**config.mk**
```make
export PLATFORM = sky130hd
export DESIGN_NAME = serial_sub
export DESIGN_NICKNAME = d
export VERILOG_FILES = /design/src/rtl/serial_sub.sv
export SDC_FILE = /design/constraint.sdc
export NUM_CORES = 1
export LEC_CHECK = 0
export ABC_CLOCK_PERIOD_IN_PS = 1680
export CORE_ASPECT_RATIO = 0.7
export CORE_MARGIN = 1
export CORE_UTILIZATION = 35
export DETAILED_ROUTE_END_ITERATION = 10
export PLACE_DENSITY = 0.57
export SYNTH_ARGS = -nofsm -noshare
export SYNTH_HDL_FRONTEND = slang
export SYNTH_SLANG_ARGS = --single-unit
```
**constraint.sdc**
```tcl
create_clock -name clk -period 1.68 [get_ports clk]
set_input_delay 0.168 -clock clk [delete_from_list [all_inputs] [get_ports clk]]
set_output_delay 0.168 -clock clk [all_outputs]
set_load 0.005 [all_outputs]
```
**src/rtl/serial_sub.sv**
```systemverilog
// serial_sub: bit-serial unsigned subtractor, diff = a - b, one bit per clock.
//
// A start accepted in IDLE captures both operands; the FSM then spends exactly
// WIDTH cycles in SHIFT, resolving one bit per edge LSB first, and reports the
// result with a single-cycle done pulse from DONE before returning to IDLE.
// One operation therefore occupies WIDTH+2 cycles from accept to next accept.
//
// Optional build macro:
//   SERIAL_SUB_SAT_EN - a result that borrows out loads diff = 0 (unsigned
//                       saturation) instead of the wrapped value; borrow
//                       still reports 1. Ports and timing are unchanged.

module serial_sub #(
    parameter int WIDTH = 8
) (
    input  logic             clk,
    input  logic             rst,
    input  logic             start,
    input  logic [WIDTH-1:0] a,
    input  logic [WIDTH-1:0] b,
    output logic             busy,
    output logic             done,
    output logic [WIDTH-1:0] diff,
    output logic             borrow
);

    // Counter holds 0..WIDTH, so it never wraps inside an operation.
    localparam int CW = $clog2(WIDTH + 1);
    localparam logic [CW-1:0] LAST_BIT = CW'(WIDTH - 1);

    typedef enum logic [1:0] {
        IDLE  = 2'd0,
        SHIFT = 2'd1,
        DONE  = 2'd2
    } state_t;

    state_t state, state_nxt;

    // acc starts as the minuend; each shift drops the consumed LSB off the
    // bottom and inserts the new difference bit at the top, so after WIDTH
    // shifts it holds the complete difference.
    logic [WIDTH-1:0] acc;
    logic [WIDTH-1:0] sub_sh;
    logic             br;
    logic [CW-1:0]    cnt;

    logic             a0;
    logic             b0;
    logic             d_bit;
    logic             br_nxt;
    logic [WIDTH-1:0] acc_nxt;
    logic [WIDTH-1:0] diff_nxt;
    logic             accept;
    logic             finish;

    // Full-subtractor slice for the current bit plus completion detection.
    always_comb begin
        a0       = acc[0];
        b0       = sub_sh[0];
        d_bit    = a0 ^ b0 ^ br;
        br_nxt   = (~a0 & b0) | (~(a0 ^ b0) & br);
        acc_nxt  = {d_bit, acc[WIDTH-1:1]};
        accept   = (state == IDLE) && start;
        finish   = (state == SHIFT) && (cnt == LAST_BIT);
`ifdef SERIAL_SUB_SAT_EN
        diff_nxt = br_nxt ? '0 : acc_nxt;
`else
        diff_nxt = acc_nxt;
`endif
    end

    // State register.
    always_ff @(posedge clk) begin
        // NOTE: registers take non-blocking (<=) so every flop samples the
        // pre-edge values; blocking here would create order-dependent races.
        if (rst) begin
            state <= IDLE;
        end else begin
            state <= state_nxt;
        end
    end

    // Next-state decode and status outputs.
    always_comb begin
        // NOTE: every output of this block gets a default first, so no path
        // leaves a signal unassigned and no latch is inferred.
        state_nxt = state;
        busy      = 1'b0;
        done      = 1'b0;
        case (state)
            IDLE: begin
                if (start) begin
                    state_nxt = SHIFT;
                end
            end
            SHIFT: begin
                busy = 1'b1;
                if (cnt == LAST_BIT) begin
                    state_nxt = DONE;
                end
            end
            DONE: begin
                done      = 1'b1;
                state_nxt = IDLE;
            end
            default: begin
                state_nxt = IDLE;
            end
        endcase
    end

    // Operand capture, bit-serial shifting and result registers.
    always_ff @(posedge clk) begin
        if (rst) begin
            // NOTE: all datapath state is cleared on reset, not just the FSM,
            // so an aborted operation leaves nothing behind for the next one.
            acc    <= '0;
            sub_sh <= '0;
            br     <= 1'b0;
            cnt    <= '0;
            diff   <= '0;
            borrow <= 1'b0;
        end else begin
            if (accept) begin
                acc    <= a;
                sub_sh <= b;
                br     <= 1'b0;
                cnt    <= '0;
            end else if (state == SHIFT) begin
                acc    <= acc_nxt;
                sub_sh <= {1'b0, sub_sh[WIDTH-1:1]};
                br     <= br_nxt;
                cnt    <= cnt + 1'b1;
            end
            // Results change only on the last shift edge and hold otherwise.
            if (finish) begin
                diff   <= diff_nxt;
                borrow <= br_nxt;
            end
        end
    end

endmodule

```
==> results.sh, run 1 <==
export IMPL_synth_compound_area_share_pct=33.6
export IMPL_peakVddDrop_uv=408
export IMPL_ys_seq_elements=32
export IMPL_core_um2=4110
export IMPL_grt_ovfl_total=0
export IMPL_endpoint="done"
export IMPL_final_cell_mix="dfxtp_1 (30), clkdlybuf4s50_1 (29), a21oi_1 (26), inv_1 (16), buf_4 (13)"
export IMPL_gp_congestion=0.760
export IMPL_finalSetupViolations=0
export IMPL_reg2reg_depth=5
export IMPL_arrival_ns=1.47
export IMPL_yosys_area_share_simple_pct=12.5
export IMPL_synth_fp_nets=194
export IMPL_cts_tree="done"
export IMPL_finalNonFillerCells=260
export IMPL_grt_pass1_vias=1393
export IMPL_final_setup_skew_ns=0.00524
export IMPL_synth_top_area_share_pct=40.9
export IMPL_htree_levels=2
export IMPL_yosys_warnings=0
export IMPL_route_detailed_drc=0
export IMPL_synth_mux_area_share_pct=0.639
export IMPL_avgSynthCellArea_um2=9.05
export IMPL_critPathMaxFanout=10
export IMPL_min_path_type="reg2reg"
export IMPL_postCtsHoldBufs=0
export IMPL_grt_pass1_wl_mm=6.48
export IMPL_post_cts_buffers=0
export IMPL_ctsRootBufferMaster="clkbuf_8"
export IMPL_io_buffers=29
export IMPL_p_leak_uw=0.000803
export IMPL_final_period_utilization_pct=97.7
export IMPL_routedWlPerCell_um=15.0
export IMPL_power_density_nw_per_um2=827
export IMPL_yosysTopAreaCell="dfxtp_1"
export IMPL_netlist_area_um2=1570
export IMPL_ys_top_cells_by_area="dfxtp_1 (41%), o221a_2 (8.6%), a21oi_1 (8.3%), o22a_1 (6.7%), inv_1 (3.8%)"
export IMPL_finalCriticalPeriod_ns=1.64
export IMPL_drv_slew=0
export IMPL_clock_sinks=32
export IMPL_clk_path_buf_depth=2
export IMPL_num_rows=19
export IMPL_yosys_most_used_dff="dfxtp_1"
export IMPL_fp_dieH_um=58.0
export IMPL_end_kind="output port"
export IMPL_crit_path_start_kind="flip-flop"
export IMPL_ant_nets=0
export IMPL_r2r_end="borrow$_SDFFE_PP0P_"
export IMPL_drt_first_pass_iters=4
export IMPL_drv_cap=0
export IMPL_routed_wl_mm=3.90
export IMPL_hold_viol_final=0
export IMPL_fmax_ghz=0.609
export IMPL_setup_ws_ns=0.0390
export IMPL_syn_inst=173
export IMPL_hpwl_mm=2.72
export IMPL_async_flop_share_pct=0
export IMPL_path_clk_slew_ns=0.07
export IMPL_cp_required_ns=1.51
export IMPL_crit_type="reg2out"
export IMPL_grt_max_degree=34
export IMPL_yosysSeqAreaShare_pct=40.9
export IMPL_layout_drive_gt1_share_pct=22.1
export IMPL_antenna_found_initial=0
export IMPL_dp_cells=252
export IMPL_synth_top_family_by_area="compound AO/OA/AOI/OAI gates"
export IMPL_status="completed"
export IMPL_crit_start="state[1]$_SDFFE_PP0P_"
export IMPL_track_usage_pct=18.3
export IMPL_cts_made_buffers=5
export IMPL_power_uw=1710
export IMPL_boundaryPins=30
export IMPL_first_iter_violations=52
export IMPL_rsz0062_at_grt="yes"
export IMPL_synthAdderAreaFrac_pct=2.08
export IMPL_synth_xor_area_share_pct=0
export IMPL_final_common_cell="dfxtp_1"
export IMPL_clock_latency_ns=0.28
export IMPL_die_area_um2=4750
export IMPL_max_slew_worst_pin_slew_ns=0.201
export IMPL_via_per_inst=5.36
export IMPL_slew_headroom_pct=86.6
export IMPL_synth_edf_count=0
export IMPL_vias=1393
export IMPL_syn_to_final_growth_pct=31.6
export IMPL_die_w_um=82.0
export IMPL_dp_slack_ns=0.134
export IMPL_rr_startpoint="cnt[0]$_SDFFE_PP0P_"
export IMPL_diodes=0
export IMPL_r2r_setup_slack_ns=0.29
export IMPL_hold_depth=2
export IMPL_synth_cell_types=35
export IMPL_initial_core_util_pct=38.1
export IMPL_layout_nets=228
-- Yosys cell counts (2+ instances only) --
cell,number
nand2b_1,4
dfxtp_1,32
o221a_2,12
a211oi_1,2
nor3_1,2
o22a_1,12
a21bo_2,4
a21oi_1,26
clkbuf_1,4
or3b_2,2
buf_4,4
buf_2,8
nor2b_1,5
nor2_1,6
inv_1,16
a21bo_1,4
nand3_1,10
nand2_1,3
-- how the worst min path moves through the flow --
stage                              to  slack, ns              startpoint
2_1_floorplan  sub_sh[7]$_SDFFE_PP0P_       0.42                    b[7]
6_report              br$_SDFFE_PP0P_       0.49         br$_SDFFE_PP0P_
3_3_place_gp   sub_sh[7]$_SDFFE_PP0P_       0.47  sub_sh[7]$_SDFFE_PP0P_
5_1_grt          diff[6]$_SDFFE_PP0P_       0.53     acc[7]$_SDFFE_PP0P_
3_5_place_dp          br$_SDFFE_PP0P_       0.48         br$_SDFFE_PP0P_
4_1_cts               br$_SDFFE_PP0P_       0.50         br$_SDFFE_PP0P_
-- cell type report --
cell class / instances / area (µm²)
fillers: 417 / 2050
multi-input cells: 107 / 776
flip-flops and latches: 32 / 643
repair buffers: 44 / 419
clock buffers: 6 / 82.6
inverters: 17 / 66.3
well taps: 52 / 65.1
clock inverters: 2 / 10.0
-- through the flow --
stage | area (µm²) | setup TNS [ns] | hold slack, ns | util, %
final | 2060 | 0 | 0.489 | 50.1
after global routing | 2060 | -0.00789 | 0.527 | 50.1
after CTS | 2050 | 0 | 0.497 | 49.8
after detailed placement | 1950 | 0 | 0.480 | 47.4
after global placement | 1950 | 0 | 0.465 | 47.4
after floorplan | 1570 | 0 | 0.424 | -
-- what timing repair did --
action                     4_1_cts  5_1_grt
gates resized for setup          2        4
setup endpoints to repair        1        2
hold endpoints to repair         0        0
-- metal layers --
layer / wire length [µm] / vias to the layer above / global-route usage [%] / part of all wire [%]
met1: 1940 / 681 / 24.1 / 50
met2: 1830 / 20 / 28.7 / 47
met5: 0 / - / 0 / 0
met3: 116 / 2 / 6.61 / 3.0
li1: - / 690 / - / -
met4: 17 / 0 / 4.01 / 0.44
-- kinds of logic (layout without fill, tap and decap cells) --
| logic type | after synthesis | count (layout) |
|---|---|---|
| AOI/OAI and AO/OA | 68 | 68 |
| and+or+nand+nor | 36 | 36 |
| buffers and inverters | 34 | 69 |
| DFF | 32 | 32 |
| adders and majority gates | 2 | 2 |
| muxes | 1 | 1 |
-- flip-flops by register name, summed over array words and instances (netlist names) --
name / count
br: 1
diff: 8
borrow: 1
cnt: 4
sub_sh: 8
acc: 8
state: 2
-- worst max-delay path, cell delays in order (launching register included) --
cell             delay (ns)
dfxtp_2                0.36
buf_6                  0.14
nor2b_2                0.18
clkdlybuf4s50_1        0.51
-- power by group --
| part | total (µW) | internal, µW | switching (µW) |
|---|---|---|---|
| logic | 253 | 143 | 110 |
| clock network | 614 | 327 | 288 |
| registers | 838 | 799 | 38.7 |
(Power assumes the default switching activity.)
==> inputs of run 2 (changes only) <==
- GPL_TIMING_DRIVEN: unset -> 1
==> results of run 2 <==
No change in the layout: final DEF, timing and power equal those of run 1.
